**config.mk**
```make
export PLATFORM = sky130hd
export DESIGN_NAME = rr_request_encoder_flat
export DESIGN_NICKNAME = d
export VERILOG_FILES = /design/src/rtl/rr_request_encoder_pkg.sv /design/src/rtl/rr_request_encoder_if.sv /design/src/rtl/rr_request_encoder_pick.sv /design/src/rtl/rr_request_encoder.sv /design/src/flat_wrapper.sv
export SDC_FILE = /design/constraint.sdc
export NUM_CORES = 1
export LEC_CHECK = 0
export BUFFER_PORTS_ARGS = -buffer_cell sky130_fd_sc_hd__buf_4
export CORE_MARGIN = 3
export CORE_UTILIZATION = 40
export DETAILED_ROUTE_END_ITERATION = 10
export PLACE_DENSITY_LB_ADDON = 0.15
export SYNTH_ARGS = -nofsm -noshare
export SYNTH_HDL_FRONTEND = slang
export SYNTH_SLANG_ARGS = --single-unit
```
**constraint.sdc**
```tcl
create_clock -name clk -period 15.31 [get_ports clk]
set_input_delay 0.7655 -clock clk [delete_from_list [all_inputs] [get_ports clk]]
set_output_delay 0.7655 -clock clk [all_outputs]
set_load 0.05 [all_outputs]
```
**src/rtl/rr_request_encoder_pkg.sv**
```systemverilog
// Shared types and constants for the round-robin request encoder.
package rr_request_encoder_pkg;

    localparam int DEFAULT_N = 32;

    typedef enum logic {
        S_IDLE = 1'b0,
        S_HOLD = 1'b1
    } enc_state_t;

endpackage

```
**src/rtl/rr_request_encoder_if.sv**
```systemverilog
// Request/grant bus between the encoder (slave) and the source/consumer side (master).
interface rr_request_encoder_if
    import rr_request_encoder_pkg::*;
#(
    parameter int N = DEFAULT_N
);
    localparam int W = $clog2(N);

    logic         ena;
    logic [N-1:0] req_in;
    logic         ready;
    logic         valid;
    logic [W-1:0] idx_out;
    logic [N-1:0] onehot_out;
    logic         pending_any;

    modport master (
        output ena, req_in, ready,
        input  valid, idx_out, onehot_out, pending_any
    );

    modport slave (
        input  ena, req_in, ready,
        output valid, idx_out, onehot_out, pending_any
    );
endinterface

```
**src/rtl/rr_request_encoder_pick.sv**
```systemverilog
// Round-robin picker: first set bit of cand at or above ptr, wrapping N-1 -> 0.
module rr_pick #(
    parameter int N = 32,
    localparam int W = $clog2(N)
) (
    input  logic [N-1:0] cand,
    input  logic [W-1:0] ptr,
    output logic         hit,
    output logic [W-1:0] sel
);
    logic [2*N-1:0] dbl;
    logic [N-1:0]   rot;
    logic [W-1:0]   off;
    logic [W:0]     sum;

    // Rotate so ptr lands at bit 0, find the lowest set bit, then map back to a line index.
    always_comb begin
        dbl = {cand, cand} >> ptr;
        rot = dbl[N-1:0];
        hit = |rot;
        off = '0;
        for (int i = N - 1; i >= 0; i--) begin
            if (rot[i]) off = W'(i);
        end
        // ptr + off can exceed N-1; fold back explicitly so non-power-of-2 N wraps correctly.
        sum = {1'b0, ptr} + {1'b0, off};
        if (sum >= (W+1)'(N)) sum = sum - (W+1)'(N);
        sel = sum[W-1:0];
    end
endmodule

```
**src/rtl/rr_request_encoder.sv**
```systemverilog
// Latches request pulses and grants pending lines one at a time, round-robin, over valid/ready.
module rr_request_encoder
    import rr_request_encoder_pkg::*;
#(
    parameter int N = DEFAULT_N
) (
    input logic                 clk,
    input logic                 rst_n,
    rr_request_encoder_if.slave bus
);
    localparam int W = $clog2(N);

    enc_state_t   state;
    logic [N-1:0] pending;
    logic [N-1:0] clr;
    logic [N-1:0] cand;
    logic [N-1:0] nxt_pending;
    logic [N-1:0] sel_oh;
    logic [W-1:0] ptr;
    logic [W-1:0] sel;
    logic         hit;
    logic         hs;

    // The line being handed off this cycle drops out of the candidates; this cycle's
    // req_in is never a candidate, only a future one.
    assign hs          = bus.valid & bus.ready;
    assign clr         = hs ? bus.onehot_out : '0;
    assign cand        = pending & ~clr;
    assign nxt_pending = cand | bus.req_in;
    assign sel_oh      = N'(1) << sel;

    rr_pick #(.N(N)) u_pick (
        .cand (cand),
        .ptr  (ptr),
        .hit  (hit),
        .sel  (sel)
    );

    // Pending register: clear on handshake, set wins, repeats merge.
    always_ff @(posedge clk or negedge rst_n) begin
        if (!rst_n) begin
            pending         <= '0;
            bus.pending_any <= 1'b0;
        end else begin
            pending         <= nxt_pending;
            bus.pending_any <= |nxt_pending;
        end
    end

    // Priority pointer moves just past each line that completes a handshake.
    always_ff @(posedge clk or negedge rst_n) begin
        if (!rst_n) begin
            ptr <= '0;
        end else if (hs) begin
            ptr <= (bus.idx_out == W'(N - 1)) ? '0 : bus.idx_out + 1'b1;
        end
    end

    // Grant FSM with registered valid/idx/onehot; a presented grant holds until accepted.
    always_ff @(posedge clk or negedge rst_n) begin
        if (!rst_n) begin
            state          <= S_IDLE;
            bus.valid      <= 1'b0;
            bus.idx_out    <= '0;
            bus.onehot_out <= '0;
        end else begin
            case (state)
                S_IDLE: begin
                    if (bus.ena && hit) begin
                        bus.valid      <= 1'b1;
                        bus.idx_out    <= sel;
                        bus.onehot_out <= sel_oh;
                        state          <= S_HOLD;
                    end
                end
                S_HOLD: begin
                    if (hs) begin
                        if (bus.ena && hit) begin
                            bus.idx_out    <= sel;
                            bus.onehot_out <= sel_oh;
                        end else begin
                            bus.valid      <= 1'b0;
                            bus.onehot_out <= '0;
                            state          <= S_IDLE;
                        end
                    end
                end
                default: begin
                    state     <= S_IDLE;
                    bus.valid <= 1'b0;
                end
            endcase
        end
    end
endmodule

```
**src/flat_wrapper.sv**
```systemverilog
// flat-port wrapper written by rule: the top's interface ports become plain ports
module rr_request_encoder_flat import rr_request_encoder_pkg::*;
#(
    parameter int N = DEFAULT_N
)
  (clk, rst_n, bus_ena, bus_req_in, bus_ready, bus_valid, bus_idx_out, bus_onehot_out, bus_pending_any);
  rr_request_encoder_if #(.N(N)) bus_i ();
  input logic clk;
  input logic rst_n;
  input wire logic [$bits(bus_i.ena)-1:0] bus_ena;
  input wire logic [$bits(bus_i.req_in)-1:0] bus_req_in;
  input wire logic [$bits(bus_i.ready)-1:0] bus_ready;
  output wire logic [$bits(bus_i.valid)-1:0] bus_valid;
  output wire logic [$bits(bus_i.idx_out)-1:0] bus_idx_out;
  output wire logic [$bits(bus_i.onehot_out)-1:0] bus_onehot_out;
  output wire logic [$bits(bus_i.pending_any)-1:0] bus_pending_any;
  assign bus_i.ena = bus_ena;
  assign bus_i.req_in = bus_req_in;
  assign bus_i.ready = bus_ready;
  assign bus_valid = bus_i.valid;
  assign bus_idx_out = bus_i.idx_out;
  assign bus_onehot_out = bus_i.onehot_out;
  assign bus_pending_any = bus_i.pending_any;
  rr_request_encoder #(.N(N)) u_core (.clk(clk), .rst_n(rst_n), .bus(bus_i));
endmodule
```
==> results of run 1 <==
==> routing by layer <==
metal  track usage [%]  part of all wire [%]  vias to the layer above
met5                 0                     0                        -
met4             7.447                   2.7                        0
met3             5.662                    11                       66
met2             44.19                    45                      489
met1             40.13                    42                     3519
li1                  -                     -                     3139
==> flip-flops by register name (all words and copies together), names as in the netlist <==
register and cells:
u_core.state 1, u_core.bus.idx_out 5, u_core.bus.onehot_out 32, u_core.ptr 5, u_core.bus.pending_any 1, u_core.pending 32
u_core.bus.valid 1
==> worst max-delay path: cells and delay by family (launching register included) <==
| family | cells | cell delay [ps] |
|---|---|---|
| flip-flops | 1 | 860 |
| multiplexers | 1 | 310 |
| adder cells (fa/ha/maj) | 2 | 510 |
| AND/OR/NAND/NOR | 5 | 1150 |
| XOR/XNOR | 1 | 400 |
| AO/OA/AOI/OAI | 9 | 3360 |
==> power by group <==
group	total [uW]	internal (uW)	switching, uW
clock network	213	114	98.5
registers	282	235	47.0
logic	1100	367	733
total	1590	716	879
==> cell usage after synthesis, types with 5 or more instances <==
| master | instances | area (sq um) |
|---|---|---|
| a2111oi_0 | 5 | 43.79 |
| a211o_1 | 5 | 43.79 |
| a211oi_1 | 7 | 52.55 |
| a21o_1 | 32 | 240.2 |
| a21oi_1 | 27 | 135.1 |
| a221oi_1 | 6 | 52.55 |
| a22oi_1 | 18 | 135.1 |
| a32o_1 | 21 | 210.2 |
| a32oi_1 | 9 | 78.83 |
| and2_1 | 11 | 68.82 |
| and3_1 | 21 | 131.4 |
| buf_1 | 6 | 22.52 |
| buf_2 | 17 | 85.08 |
| clkbuf_1 | 24 | 90.09 |
| dfrtp_1 | 77 | 1927 |
| ha_1 | 6 | 75.07 |
| inv_1 | 16 | 60.06 |
| mux2_2 | 18 | 202.7 |
| mux2i_1 | 29 | 290.3 |
| mux2i_4 | 5 | 112.6 |
| mux4_2 | 5 | 112.6 |
| nand2_1 | 47 | 176.4 |
| nand2b_1 | 10 | 62.56 |
| nand3_1 | 45 | 225.2 |
| nand4_1 | 10 | 62.56 |
| nand4b_1 | 6 | 52.55 |
| nor2_1 | 39 | 146.4 |
| nor2b_1 | 29 | 181.4 |
| nor3_1 | 6 | 30.03 |
| o211ai_1 | 18 | 135.1 |
| o21a_1 | 7 | 52.55 |
| o21ai_0 | 31 | 155.2 |
| o21bai_1 | 7 | 52.55 |
| o221ai_1 | 9 | 78.83 |
| o22ai_1 | 7 | 43.79 |
| o2bb2ai_1 | 36 | 315.3 |
| o31ai_1 | 6 | 45.04 |
| o32ai_1 | 11 | 96.34 |
| or4_1 | 9 | 67.56 |
==> through the flow <==
stage,std cells,setup slack (ps),total power [uW],util [%]
finish,1025,8573,1595,47.30
floorplan,765,10140,1049,-
detailed placement,1009,8842,1348,45.50
global route,1025,8357,1669,47.30
global placement,1009,8941,1347,45.50
CTS,1025,8826,1563,47.30
==> cell families (layout without fill, tap and decap cells) <==
group           Yosys count  after routing
compound gates          299            299
simple gates            248            248
flops                    77             77
buf+inv                  70            114
mux                      57             57
fa+ha+maj                 7              7
xor+xnor                  7              7
==> path summary, 6_finish.rpt <==
| kind | start | endpoint | slack (ps) | cells past startpoint |
|---|---|---|---|---|
| hold / removal | u_core.pending[6] | u_core.pending[6] | 520 | 1 |
| setup / recovery | u_core.bus.valid | u_core.bus.onehot_out[29] | 8570 | 18 |
| setup reg to reg | u_core.bus.valid | u_core.bus.onehot_out[29] | 8570 | 18 |
| min in group asynchronous | rst_n | u_core.pending[12] | 570 | 1 |
| hold reg to reg | u_core.pending[6] | u_core.pending[6] | 520 | 1 |
| max in group asynchronous | rst_n | u_core.ptr[3] | 13980 | 1 |
==> area by class of cell <==
type / count / area [sq um] / share of cell area, %
repair buffers: 80 / 600.6 / 7.823
flip-flops and latches: 77 / 1929 / 25.13
well taps: 216 / 270.3 / 3.520
multi-input cells: 618 / 4517 / 58.83
inverters: 18 / 67.56 / 0.8801
clock inverters: 7 / 67.56 / 0.8801
clock buffers: 9 / 225.2 / 2.934
==> flow_summary.yaml, run 1 <==
logic_synthesis:
  synth_top_family_by_area: "compound AO/OA/AOI/OAI gates"
  async_reset_ff_share_pct: 100.0
  yosysUniqueCellTypes: 74
  synth_warnings: 0
  synth_compound_area_share_pct: 34.38
  syn_avg_cell_area_sq_um: 8.834
  synth-simple-area-share_pct: 19.51
  synthCells: 765
  yosys_register_bits: 77
  synth.area.mux_share_pct: 10.63
  synth_nets: 808
  synth_xor_area_share_pct: 0.9072
  syn_area_sq_um: 6758
  seq_area_frac_synth_pct: 28.51
  synth_edf_count: 0
  ys.flop_type: "dfrtp_1"
  synthAdderAreaFrac_pct: 1.407
grt:
  grt.overflow.total: 0
  grt_pass1_wl_um: 40100
  antenna_found_initial: 0
  grt_max_degree: 78
  grt_usage_pct: 28.29
  first_global_vias: 6671
critical_path:
  worstPathMaxFanout: 45
  end_kind: "flop"
  crit_arrival_ps: 6960
  crit_path_start_kind: "flop"
  cp_slowest_cell: "a311oi_1"
  worstPathRequired_ps: 15530
  slowest_delay_ps: 1000
  path_cells: "and3_1, nand2b_1, o211a_1, a311oi_1, nor2_1, a221o_1, a2111o_1, a2111oi_0, nand2_1, o21ai_0, ha_1, fa_1, a21o_1, a21oi_1, xnor2_1, nor2_1, mux2i_4, o2bb2ai_1"
  crit_path_frequent_cell: "nor2_1"
  path_class: "flop to flop"
clocking:
  cts_sinks: 77
  cts_max_path_buffers: 2
  postCtsResizedCells: 0
  htree_levels: 3
  numCtsBuffers: 9
  clkTransAtPathRegs_ps: 70
  cts_setup_buffers: 0
  clk_latency_ps: 350
  cts_tree: "done"
  ctsHoldBuffers: 0
  cts_root_buf: "clkbuf_16"
drt:
  drtIter0Drc: 924
  route.detailed.drc: 0
  viasPerCell: 7.037
  vias: 7213
  drt_wl_total_um: 26630
  ant_nets: 0
  routedWlPerCell_um: 25.98
  first_pass_iters: 6
power_and_ir_drop:
  vdd_ir_drop_max_uv: 135.3
  p_leak_uw: 0.002993
  power_density_nw_per_um2: 207.7
finish:
  fillers: 1627
  layout_common_cells: "80 x buf_4, 75 x dfrtp_1, 47 x nand2_1, 45 x nand3_1, 39 x nor2_1"
  stdcell_area_sq_um: 7677
  nNetsFinal: 847
  drive_above_1_share_pct: 16.81
  syn_to_final_growth_pct: 13.61
  mostFrequentLayoutCell: "buf_4"
  n_antenna_cell: 0
placed_design:
  gp_routability_congestion: 1.044
  place.detailed.hpwl_um: 19910
  placed_area_sq_um: 7385
  io_buffers: 74
sta:
  clock.fmax_ghz: 0.1484
  whs_ps: 520.0
  fin_skew_ps: 10.21
  hold_viol_final: 0
  worst_pin_slew_ps: 1280
  setup_viol: 0
  finalSetupTns_ps: 0
  min_period_over_period_pct: 44.01
  final_max_slew_viol_count: 0
  maxSlewHeadroom_pct: 14.10
  rsz0062_at_grt: "false"
  min_period_ps: 6737
floorplanning:
  design.die.area_sq_um: 18490
  die_w_um: 136.0
  boundaryPins: 75
  die_h_um: 136.0
  coreArea_sq_um: 16230
  initial_core_util_pct: 41.64
  rows: 46
status:
  status: "finished clean"
job:
  max_cap_violations: 0
worst_hold_path:
  hold_path.class: "flop to flop"
Note: power is estimated with default switching activity, not from simulation.
==> run 2, diff against run 1 <==
clock period = 6.7 ns   (was 15.31 ns; I/O delays follow)
==> flow_summary.yaml, run 2 (same netlist as run 1, synthesis figures left out) <==
drt:
  drt_wl_total_um: 26610
  routedWlPerCell_um: 25.66
  vias: 7211
  drtIter0Drc: 1050
  wl_met3_um: 2649
  route.detailed.drc: 0
  viasPerCell: 6.954
  ant_nets: 0
  topRoutingLayerUsed: "met4"
  drt-met1-wl_um: 11120
  met2_length_um: 12000
  first_pass_iters: 6
clocking:
  clkTransAtPathRegs_ps: 70
  cts_tree: "done"
  cts_max_path_buffers: 2
  cts_root_buf: "clkbuf_16"
  clk_latency_ps: 350
  htree_levels: 3
  cts_sinks: 77
  numCtsBuffers: 9
finish:
  stdcell_area_sq_um: 7781
  stdcell_count: 1037
  syn_to_final_growth_pct: 15.15
  mostFrequentLayoutCell: "buf_4"
  top_regs: "u_core.bus.onehot_out: 32 flops, u_core.pending: 32 flops"
  layout_common_cells: "92 x buf_4, 74 x dfrtp_1, 47 x nand2_1, 45 x nand3_1, 39 x nor2_1"
  drive_above_1_share_pct: 18.15
  n_antenna_cell: 0
  nNetsFinal: 859
sta:
  final_max_slew_viol_count: 0
  min_period_ps: 6073
  finalSetupTns_ps: 0
  fin_skew_ps: 10.76
  maxSlewHeadroom_pct: 29.67
  clock.fmax_ghz: 0.1647
  hold_viol_final: 0
  rsz0062_at_grt: "false"
  fin_ws_ps: 626.6
  worst_pin_slew_ps: 1055
  min_period_over_period_pct: 90.65
  setup_viol: 0
floorplanning:
  rows: 46
  die_h_um: 136.0
  initial_core_util_pct: 41.64
  design.die.area_sq_um: 18490
  boundaryPins: 75
  die_w_um: 136.0
  coreArea_sq_um: 16230
critical_path:
  worstPathMaxFanout: 34
  crit_path_start_kind: "flop"
  path_class: "flop to flop"
  end_kind: "flop"
  worstPathRequired_ps: 6920
  crit_arrival_ps: 6290
grt:
  first_global_vias: 6775
  grt_pass1_wl_um: 40690
  antenna_found_initial: 0
  grt_usage_pct: 28.65
  grt.overflow.total: 0
  grt_max_degree: 78
worst_hold_path:
  hold_path.class: "primary input to asynchronous set/reset pin"
power_and_ir_drop:
  power_density_nw_per_um2: 475.5
  vdd_ir_drop_max_uv: 312.0
  p_leak_uw: 0.003056
placed_design:
  io_buffers: 74
  pre_cts_slack_ps: 593.9
  gp_routability_congestion: 0.9803
  placed_area_sq_um: 7475
  dp.cells: 1021
  place.detailed.hpwl_um: 20100
job:
  max_cap_violations: 0
status:
  status: "finished clean"
## run 2: routing by layer
layer | vias up | global-route usage (%)
met5 | - | 0
met4 | 0 | 9.351
met3 | 68 | 6.218
met2 | 467 | 43.53
met1 | 3516 | 40.59
li1 | 3160 | -
## run 2: final timing paths
path | from | endpoint | slack, ps | cells after the start
worst max-delay path | u_core.ptr[3] | u_core.bus.onehot_out[29] | 630 | 19
max in group asynchronous | rst_n | u_core.ptr[2] | 5820 | 1
worst min-delay path | rst_n | u_core.pending[15] | 130 | 1
min in group clk | bus_req_in[27] | u_core.pending[27] | 180 | 2
worst max register to register | u_core.ptr[3] | u_core.bus.onehot_out[29] | 630 | 19
worst min register to register | u_core.pending[5] | u_core.pending[5] | 540 | 1
## run 2: timing repair
item | in CTS | in global routing
gates resized for setup | 0 | 1
setup buffers | 0 | 0
hold buffers | 0 | 0
endpoints found under the setup margin | 0 | 3
## run 2: cell type report
cell class,count,area (sq um)
Fill cell,1610,8449
Multi-Input combinational cell,618,4517
Sequential cell,77,1931
Timing Repair Buffer,92,690.7
Tap cell,216,270.3
Clock buffer,9,225.2
Clock inverter,7,80.08
Inverter,18,67.56
## run 2: stage by stage
stage	util [%]	hold slack, ps	power [uW]
after floorplan	-	39.41	2398
after global placement	46.05	505.7	3107
after detailed placement	46.05	519.0	3107
after CTS	47.93	178.4	3631
after global routing	47.94	185.2	3879
final	47.94	134.6	3700
## run 2: critical path, cell delays in order, from the launching register on
cell       delay (ps)
dfrtp_2           790
buf_4             360
nor2b_1            80
a32o_1            280
mux4_2            510
mux2_2            330
a31oi_1           200
nor2_1             90
a2111o_1          400
a2111oi_0         530
nand2_1            90
o21ai_0           480
ha_1              300
fa_1              220
a21o_1            120
a21oi_1            80
xnor2_1           400
nor2_1            200
mux2i_4           320
o2bb2ai_1         140
## run 2: power by group
group | total, uW | leakage (uW) | internal [uW] | switching, uW
registers | 658 | 0.000874 | 536 | 122
logic | 2530 | 0.00203 | 866 | 1660
clock network | 513 | 0.000148 | 294 | 219
==> run 3, diff against run 2 <==
PLACE_DENSITY = 0.65   (was unset)
PLACE_DENSITY_LB_ADDON = unset   (was 0.15)
SYNTH_HIERARCHICAL = 1   (was unset)
==> flow_summary.yaml, run 3 <==
drt:
  drt_wl_total_um: 24570
  ant_nets: 0
  routedWlPerCell_um: 24.14
  first_pass_iters: 5
  route.detailed.drc: 0
  drtIter0Drc: 671
  vias: 6791
  viasPerCell: 6.671
power_and_ir_drop:
  vdd_ir_drop_max_uv: 206.3
  p_leak_uw: 0.002984
  p_total_uw: 2205
  power_density_nw_per_um2: 253.0
worst_hold_path:
  hold_path.class: "primary input to asynchronous set/reset pin"
finish:
  top_regs: "u_core/bus.onehot_out: 32 flops, u_core/pending: 32 flops"
  mostFrequentLayoutCell: "buf_4"
  n_antenna_cell: 0
  drive_above_1_share_pct: 34.60
  stdcell_area_sq_um: 8717
  syn_to_final_growth_pct: 13.99
  nNetsFinal: 827
  layout_common_cells: "104 x buf_4, 74 x dfrtp_1, 67 x mux4_2, 59 x nand2_1, 39 x mux2i_1"
  fillers: 1735
  post-route-util_pct: 47.39
  stdcell_count: 1018
sta:
  rsz0062_at_grt: "false"
  final_max_slew_viol_count: 0
  worst_pin_slew_ps: 1296
  finalSetupTns_ps: 0
  setup_viol: 0
  min_period_ps: 6185
  min_period_over_period_pct: 92.31
  maxSlewHeadroom_pct: 12.83
  fin_skew_ps: 10.45
  clock.fmax_ghz: 0.1617
  hold_viol_final: 0
clocking:
  postCtsResizedCells: 0
  htree_levels: 3
  clkTransAtPathRegs_ps: 70
  clk_latency_ps: 340
  ctsHoldBuffers: 0
  cts_root_buf: "clkbuf_16"
  cts_max_path_buffers: 2
  cts_tree: "done"
  cts_sinks: 77
  cts_setup_buffers: 0
  numCtsBuffers: 9
critical_path:
  crit_arrival_ps: 6410
  r2r_start: "u_core/bus.valid"
  path_class: "flop to flop"
  reg2regPathDepth: 20
  path_cells: "and2_1, a21boi_0, mux4_2, mux4_2, mux2_2, nor3_2, o311ai_1, a211o_1, a2111o_1, a21oi_1, ha_1, inv_1, fa_1, inv_1, a21o_1, a21oi_1, xnor2_1, xnor2_1, nor3b_2, a22o_1"
  crit_path_start_kind: "flop"
  cp_slowest_cell: "xnor2_1"
  slowest_delay_ps: 720
  ff2ff_setup_slack_ps: 520
  end_kind: "flop"
  worstPathRequired_ps: 6930
  worst-path-buf-inv: 2
  crit_start: "u_core/bus.valid"
  cpLargestDelayFamily: "compound AO/OA/AOI/OAI gates"
  r2r-end: "u_core/bus.onehot_out[6]"
  worstPathMaxFanout: 9
placed_design:
  placed_area_sq_um: 8387
  place.detailed.hpwl_um: 18340
  dp.cells: 1002
  io_buffers: 74
  gp_routability_congestion: 0.9381
logic_synthesis:
  ys.flop_type: "dfrtp_1"
  synthTopCellsByArea: "dfrtp_1 25%, mux4_2 20%, mux2i_1 5.1%"
  yosysTopAreaCellShare_pct: 25.20
  yosys_register_bits: 77
  synth_warnings: 6
  yosysTopAreaCell: "dfrtp_1"
  synth_edf_count: 0
  yosysUniqueCellTypes: 76
  synth_nets: 764
  async_reset_ff_share_pct: 100.0
  syn_area_sq_um: 7647
  synth.most_common_cell: "dfrtp_1"
  syn_avg_cell_area_sq_um: 10.61
  seq_area_frac_synth_pct: 25.20
  synth_common_cells: "77 x dfrtp_1, 67 x mux4_2, 59 x nand2_1"
  synthCells: 721
floorplanning:
  design.die.area_sq_um: 20810
  boundaryPins: 75
  rows: 49
  initial_core_util_pct: 41.58
  die_h_um: 144.3
  coreArea_sq_um: 18390
  die_w_um: 144.3
status:
  status: "finished clean"
grt:
  first_global_vias: 6451
  antenna_found_initial: 0
  grt_max_degree: 78
  grt_usage_pct: 23.82
  grt_pass1_wl_um: 38130
  grt.overflow.total: 0
job:
  max_cap_violations: 0
run 3: cell count changes after synthesis, moves of 18 or more:
cell	before	now
o2bb2ai_1	36	0
and2_1	11	35
mux4_2	5	67
or2_2	2	37
nor2b_1	29	4
o211ai_1	18	0
a22o_1	2	23
a21o_1	32	3
and3_1	21	3
nand3_1	45	26
a32o_1	21	0
run 3: logic make-up (layout without fill, tap and decap cells):
family | after synthesis | in the layout | synth area share (%)
flip-flops | 77 | 77 | 25.20
adder cells (fa/ha/maj) | 7 | 7 | 1.243
buffers and inverters | 63 | 131 | 5.121
AO/OA/AOI/OAI | 161 | 161 | 15.89
multiplexers | 148 | 148 | 32.79
AND/OR/NAND/NOR | 259 | 259 | 19.08
XOR/XNOR | 6 | 6 | 0.6872
run 3: area by class of cell:
type | count | area [sq um] | area share, %
well taps | 229 | 286.5 | 3.287
clock inverters | 7 | 105.1 | 1.206
multi-input cells | 581 | 5329 | 61.13
flip-flops and latches | 77 | 1933 | 22.18
repair buffers | 105 | 800.8 | 9.186
clock buffers | 9 | 225.2 | 2.584
inverters | 10 | 37.54 | 0.4306
run 3: worst max path at each step:
stage	to	slack, ps	cells after the start
finish	u_core/bus.onehot_out[6]	520	20
global route	u_core/bus.onehot_out[6]	170	20
CTS	u_core/bus.onehot_out[6]	590	20
detailed placement	u_core/bus.onehot_out[10]	520	21
global placement	u_core/bus.onehot_out[7]	540	21
floorplan	u_core/bus.onehot_out[10]	880	23
run 3: through the flow:
step           worst slack [ps]  hold slack, ps
6_report                  515.3           159.7
3_5_place_dp              515.2           515.2
5_1_grt                   169.5           198.5
4_1_cts                   592.9           196.0
3_3_place_gp              535.2           509.4
2_1_floorplan             880.2           39.41
run 3: per-layer routing:
layer,wire length [um],global-route usage (%),up-vias
met2,10910,35.94,421
met5,0,0,-
met3,2231,3.704,78
met4,1020,9.524,0
met1,10410,34.47,3308
li1,-,-,2984
run 3: power breakdown:
group | leakage (uW) | switching [uW] | internal [uW]
combinational | 0.00194 | 613 | 425
sequential | 0.000884 | 134 | 498
clock | 0.000159 | 203 | 332
